**config.mk**
```make
export PLATFORM = sky130hd
export DESIGN_NAME = jpeg_spi_to_buffer
export DESIGN_NICKNAME = d
export VERILOG_FILES = /design/src/rtl/jpeg_spi_to_buffer.sv
export SDC_FILE = /design/constraint.sdc
export NUM_CORES = 1
export LEC_CHECK = 0
export CAP_MARGIN = 20
export CORE_MARGIN = 10
export CORE_UTILIZATION = 50
export CTS_CLUSTER_DIAMETER = 50
export DETAILED_ROUTE_END_ITERATION = 12
export PLACE_DENSITY_LB_ADDON = 0.3
export SLEW_MARGIN = 20
export SYNTH_ARGS = -nofsm -noshare
export SYNTH_HDL_FRONTEND = slang
export SYNTH_SLANG_ARGS = --single-unit
```
**constraint.sdc**
```tcl
create_clock -name clk -period 3.09 [get_ports clk]
set_input_delay 0.4635 -clock clk [delete_from_list [all_inputs] [get_ports clk]]
set_output_delay 0.4635 -clock clk [all_outputs]
set_load 0.03 [all_outputs]
```
**src/rtl/jpeg_spi_to_buffer.sv**
```systemverilog
// jpeg_spi_to_buffer
//   Receives a size-prefixed JPEG byte stream from an SPI slave and writes it
//   into a linear byte buffer. The stream consists of a 4-byte big-endian size,
//   then HEADER_SIZE header bytes, then jpeg_size data bytes ending in FF D9.
//   The header and data bytes are written to the buffer. The size bytes are not.
//   Image height and width are picked out of the header as it passes.
//
// Optional feature: define JPEG_RX_SOI_CHECK_EN to require that header bytes 0
//   and 1 are FF D8. A mismatch sends the block to ERR after the offending byte
//   has been written.
//
// Ports
//   clk, reset            : single clock; synchronous active-high reset
//   spi_wr, spi_data      : one-cycle strobe with the received byte
//   rx_clr                : leave DONE/ERR (or abort) and return to IDLE
//   wr_en/wr_addr/wr_data : buffer write port, one cycle after spi_wr
//   jpeg_size             : received size field
//   img_height, img_width : parsed from the header
//   rx_busy/rx_done/rx_err: registered status flags, decoded from the state
module jpeg_spi_to_buffer #(
  parameter int ASZ         = 17,
  parameter int HEADER_SIZE = 607,
  parameter int H_MSB_ADDR  = 159,
  parameter int H_LSB_ADDR  = 160,
  parameter int W_MSB_ADDR  = 161,
  parameter int W_LSB_ADDR  = 162
) (
  input  logic           clk,
  input  logic           reset,
  input  logic           spi_wr,
  input  logic [7:0]     spi_data,
  input  logic           rx_clr,
  output logic           wr_en,
  output logic [ASZ-1:0] wr_addr,
  output logic [7:0]     wr_data,
  output logic [31:0]    jpeg_size,
  output logic [15:0]    img_height,
  output logic [15:0]    img_width,
  output logic           rx_busy,
  output logic           rx_done,
  output logic           rx_err
);

  localparam logic [2:0] S_IDLE = 3'd0;
  localparam logic [2:0] S_SIZE = 3'd1;
  localparam logic [2:0] S_HDR  = 3'd2;
  localparam logic [2:0] S_DATA = 3'd3;
  localparam logic [2:0] S_DONE = 3'd4;
  localparam logic [2:0] S_ERR  = 3'd5;

  logic [2:0]     state_q, state_d;
  logic [1:0]     size_cnt_q, size_cnt_d;
  // This counter indexes header bytes in HDR and counts data bytes in DATA.
  logic [31:0]    cnt_q, cnt_d;
  // The counter has one extra bit. The top bit is set once the last buffer
  // address has been written, and any further write is an overflow.
  logic [ASZ:0]   next_addr_q, next_addr_d;
  logic [15:0]    tail_q, tail_d;
  logic           wr_en_q, wr_en_d;
  logic [ASZ-1:0] wr_addr_q, wr_addr_d;
  logic [7:0]     wr_data_q, wr_data_d;
  logic [31:0]    jpeg_size_q, jpeg_size_d;
  logic [15:0]    img_height_q, img_height_d;
  logic [15:0]    img_width_q, img_width_d;
  logic           rx_busy_q, rx_busy_d;
  logic           rx_done_q, rx_done_d;
  logic           rx_err_q, rx_err_d;

  always_comb begin
    state_d      = state_q;
    size_cnt_d   = size_cnt_q;
    cnt_d        = cnt_q;
    next_addr_d  = next_addr_q;
    tail_d       = tail_q;
    wr_en_d      = 1'b0;
    wr_addr_d    = wr_addr_q;
    wr_data_d    = wr_data_q;
    jpeg_size_d  = jpeg_size_q;
    img_height_d = img_height_q;
    img_width_d  = img_width_q;

    if (rx_clr) begin
      // A concurrent spi_wr is deliberately dropped here.
      state_d     = S_IDLE;
      size_cnt_d  = '0;
      cnt_d       = '0;
      next_addr_d = '0;
      wr_addr_d   = '0;
      tail_d      = '0;
    end else if (spi_wr) begin
      case (state_q)
        S_IDLE: begin
          jpeg_size_d[31:24] = spi_data;
          size_cnt_d         = '0;
          next_addr_d        = '0;
          state_d            = S_SIZE;
        end
        S_SIZE: begin
          case (size_cnt_q)
            2'd0:    jpeg_size_d[23:16] = spi_data;
            2'd1:    jpeg_size_d[15:8]  = spi_data;
            default: jpeg_size_d[7:0]   = spi_data;
          endcase
          size_cnt_d = size_cnt_q + 2'd1;
          if (size_cnt_q == 2'd2) begin
            cnt_d   = '0;
            state_d = S_HDR;
          end
        end
        S_HDR, S_DATA: begin
          if (next_addr_q[ASZ]) begin
            state_d = S_ERR;
          end else begin
            wr_en_d     = 1'b1;
            wr_addr_d   = next_addr_q[ASZ-1:0];
            wr_data_d   = spi_data;
            next_addr_d = next_addr_q + (ASZ+1)'(1);
            if (state_q == S_HDR) begin
              if (cnt_q == 32'(H_MSB_ADDR)) img_height_d[15:8] = spi_data;
              if (cnt_q == 32'(H_LSB_ADDR)) img_height_d[7:0]  = spi_data;
              if (cnt_q == 32'(W_MSB_ADDR)) img_width_d[15:8]  = spi_data;
              if (cnt_q == 32'(W_LSB_ADDR)) img_width_d[7:0]   = spi_data;
              if (cnt_q == 32'(HEADER_SIZE - 1)) begin
                cnt_d   = '0;
                tail_d  = '0;
                state_d = (jpeg_size_q == 32'd0) ? S_ERR : S_DATA;
              end else begin
                cnt_d = cnt_q + 32'd1;
              end
`ifdef JPEG_RX_SOI_CHECK_EN
              if ((cnt_q == 32'd0 && spi_data != 8'hFF) ||
                  (cnt_q == 32'd1 && spi_data != 8'hD8))
                state_d = S_ERR;
`endif
            end else begin
              cnt_d  = cnt_q + 32'd1;
              tail_d = {tail_q[7:0], spi_data};
              // An EOI marker only completes the frame when it lands exactly
              // on the last byte announced by the size field.
              if (tail_q[7:0] == 8'hFF && spi_data == 8'hD9)
                state_d = (cnt_d == jpeg_size_q) ? S_DONE : S_ERR;
              else if (cnt_d == jpeg_size_q)
                state_d = S_ERR;
            end
          end
        end
        default: ;
      endcase
    end

    rx_busy_d = (state_d == S_SIZE) || (state_d == S_HDR) || (state_d == S_DATA);
    rx_done_d = (state_d == S_DONE);
    rx_err_d  = (state_d == S_ERR);
  end

  always_ff @(posedge clk) begin
    if (reset) begin
      state_q      <= S_IDLE;
      size_cnt_q   <= '0;
      cnt_q        <= '0;
      next_addr_q  <= '0;
      tail_q       <= '0;
      wr_en_q      <= 1'b0;
      wr_addr_q    <= '0;
      wr_data_q    <= '0;
      jpeg_size_q  <= '0;
      img_height_q <= '0;
      img_width_q  <= '0;
      rx_busy_q    <= 1'b0;
      rx_done_q    <= 1'b0;
      rx_err_q     <= 1'b0;
    end else begin
      state_q      <= state_d;
      size_cnt_q   <= size_cnt_d;
      cnt_q        <= cnt_d;
      next_addr_q  <= next_addr_d;
      tail_q       <= tail_d;
      wr_en_q      <= wr_en_d;
      wr_addr_q    <= wr_addr_d;
      wr_data_q    <= wr_data_d;
      jpeg_size_q  <= jpeg_size_d;
      img_height_q <= img_height_d;
      img_width_q  <= img_width_d;
      rx_busy_q    <= rx_busy_d;
      rx_done_q    <= rx_done_d;
      rx_err_q     <= rx_err_d;
    end
  end

  assign wr_en      = wr_en_q;
  assign wr_addr    = wr_addr_q;
  assign wr_data    = wr_data_q;
  assign jpeg_size  = jpeg_size_q;
  assign img_height = img_height_q;
  assign img_width  = img_width_q;
  assign rx_busy    = rx_busy_q;
  assign rx_done    = rx_done_q;
  assign rx_err     = rx_err_q;

endmodule

```
==> impl_metrics.csv <==
group,metric,value,unit
run_status,outcome,"complete, no violations",
critical_path,timing.rr.start,"cnt_q[2]",
critical_path,critPathMaxStageDelay,0.37,ns
die,dieArea,20700,um2
cts,clkTransAtPathRegs,0.07,ns
power_and_ir_drop,total_power,4.30,mW
global_route,grt_use_total,24.2,%
logic_synthesis,ys_warn_count,0,
hold_path,hp-class,"in -> reg",
layout,fin_cells,1303,
die,coreArea,15100,um2
drt,vias_per_cell,5.84,
drt,dr.pass1.iters,7,
power_and_ir_drop,pwr-share-seq,47.2,%
die,start_util,50.8,%
timing,fin_crit,2.96,ns
critical_path,worstPathRequired,3.41,ns
critical_path,startpoint,"cnt_q[2]",
power_and_ir_drop,clkPwrFrac,47.9,%
cts,cts_tree,"done",
critical_path,crit_slowest_cell,"dfxtp_2",
placed_design,place_hpwl,17400,um
timing,setup_violations,0,
timing,worstMarginPinSlew,0.798,ns
logic_synthesis,yosys_most_used_dff,"dfxtp_1",
logic_synthesis,ys_seq_area_share,40.8,%
layout,layout_common_cells,"dfxtp_1, nor2_1, nand2_1",
cts,clock-sinks,156,
placed_design,io_buffers,104,
hold_path,hold_start,"reset",
timing,finalClockSkew,0.0112,ns
power_and_ir_drop,p_leak,3.54,nW
run,maxCapViolCount,0,
timing,min_period_over_period,95.8,%
power_and_ir_drop,power.density,434,nW/um2
die,die_h,144,um
layout,fin_nets,1122,
logic_synthesis,yosysUniqueCellTypes,57,
logic_synthesis,synthCells,973,
critical_path,worst_path_most_repeated_cell,"buf_4",
placed_design,placed_cells,1269,
critical_path,crit_arrival,3.28,ns
critical_path,path_cells,"nand4_2, buf_4, nor3_1, buf_4, nand2_1, xnor2_1, and3_1, o211ai_1, a2111oi_4, buf_4, o31a_1, a2111oi_2",
logic_synthesis,synth-async-reset-ratio,0,%
power_and_ir_drop,pwr-share-comb,4.9,%
drt,drt_wl_total,25100,um
timing,timing_hold_violations_final,0,
cts,htreeDepth,4,
global_route,grt_max_degree,73,
power_and_ir_drop,power.share.switching,24.7,%
logic_synthesis,synth_area,7660,um2
critical_path,crit_path_end_kind,"flip-flop",
die,rows,45,
logic_synthesis,synth_edf_count,0,
power_and_ir_drop,power.switching,1.06,mW
drt,num_vias,7610,
timing,relSlewSlack,46.8,%
power_and_ir_drop,p_int,3.24,mW
timing,slew_violations,0,
cts,clockBufferDepth,2,
drt,post_drt_wl_per_cell,19.2,um
critical_path,crit_fanout,7,
global_route,grt_antenna_before_repair,0,
critical_path,timing.critical_path.buf_inv,3,
layout,diodes,0,
layout,area_growth,29.4,%
timing,setup_slack,0.128,ns
global_route,gr-total-overflow,0,
global_route,grt_pass1_wl,39100,um
die,ios,105,
drt,drc,0,
timing,fmax,338,MHz
critical_path,crit_type,"reg -> reg",
layout,layout_commonest_cell,"dfxtp_1",
critical_path,cp-start-kind,"flip-flop",
cts,clk_latency,0.43,ns
cts,numCtsBuffers,17,
drt,ant_nets,0,
logic_synthesis,synth_nets,993,
drt,drt_iter0_markers,624,
die,fp.dieW,144,um
logic_synthesis,ys_ff_latch,156,
global_route,grt_pass1_vias,7217,
power_and_ir_drop,vdd_drop_max,0.000405,V
placed_design,gp_congestion,0.984,
layout,drive_gt1_share,12.9,%
cts,root_buffer,"clkbuf_16",
placed_design,dpl_worst_slack,0.00886,ns
critical_path,critPathTopFamily,"compound AO/OA/AOI/OAI gates",
logic_synthesis,syn_avg_cell_area,7.87,um2
## routing by layer
layer / vias to the layer above / part of all wire (%) / routed length [um] / track usage [%]
met5: - / 0 / 0 / 0
met1: 3600 / 43 / 10800 / 31.0
li1: 3662 / - / - / -
met4: 0 / 1.8 / 440 / 7.25
met2: 315 / 46 / 11500 / 37.4
met3: 33 / 9.1 / 2270 / 8.32
## worst paths after layout
| path | end | slack, ns | cells after the start |
|---|---|---|---|
| max | rx_busy | 0.13 | 12 |
| min | rx_done | 0.40 | 3 |
| min reg2reg | wr_addr[10] | 0.45 | 2 |
| max reg2reg | rx_busy | 0.13 | 12 |
## state kept, by name, summed over array words and instances (netlist names), 2 cells and up
register     flops
cnt_q           32
img_height      16
img_width       16
jpeg_size       32
next_addr_q     18
size_cnt_q       2
state_q          3
tail_q           8
wr_addr         17
wr_data          8
## final cells by class
class,count,area (um2)
clock buffer,18,439
clock inverter,14,134
timing repair buffer,184,1650
tap,188,235
fill,1328,5180
multi-input combinational,731,4280
inverter,12,45.0
sequential,156,3130
## repair_timing
item / 4_1_cts / 5_1_grt
hold buffers: 0 / 0
setup endpoints to repair: 1 / 4
resized for setup: 0 / 23
setup buffers: 0 / 2
pin swaps: 1 / 7
## power by group through the flow
stage | Combinational, mW | Clock, mW | Sequential [mW]
2_1_floorplan | 0.0953 | 0 | 2.09
3_3_place_gp | 0.204 | 0 | 2.07
3_5_place_dp | 0.204 | 0 | 2.07
4_1_cts | 0.205 | 2.07 | 2.03
5_1_grt | 0.221 | 2.16 | 2.03
6_report | 0.210 | 2.06 | 2.03
## cell families after synthesis
logic type | Yosys count | synth area share [%]
and+or+nand+nor | 447 | 27.9
xor gates and xnor gates | 54 | 6.17
muxes | 40 | 5.23
buffers and inverters | 86 | 4.39
DFF | 156 | 40.8
AOI/OAI and AO/OA | 182 | 14.2
adders and majority gates | 8 | 1.31
## worst min-delay path, stage by stage
cell	delay, ns
buf_2	0.11
nor2_1	0.08
o2111a_1	0.12
## cells in the mapped netlist, types with 5 or more instances
master	n	share of area [%]
dfxtp_1	156	41
nor2_1	133	6.5
nand2_1	128	6.3
a21oi_1	88	5.7
clkbuf_1	61	3.0
nand3_1	49	3.2
o21ai_0	42	2.7
mux2i_1	40	5.2
xnor2_1	33	3.8
nor4_1	28	2.3
nor3_1	22	1.4
nand4_1	21	1.7
xor2_1	21	2.4
a22oi_1	13	1.3
and3_1	13	1.1
inv_1	12	0.59
buf_2	11	0.72
ha_1	8	1.3
or3_1	8	0.65
a31oi_1	7	0.57
and2_1	7	0.57
and4_1	7	0.80
nor2b_1	6	0.49
a211oi_1	5	0.49
## per-stage QoR
stage | setup TNS [ns] | instance area (um2) | hold slack [ns] | util (%)
finish | 0 | 9910 | 0.396 | 65.7
global route | -0.0347 | 9910 | 0.400 | 65.7
CTS | 0 | 9810 | 0.381 | 65.0
detailed placement | 0 | 9240 | 0.447 | 61.2
global placement | 0 | 9240 | 0.441 | 61.2
floorplan | 0 | 7660 | 0.449 | -
Power figures use the tool's default switching activity.
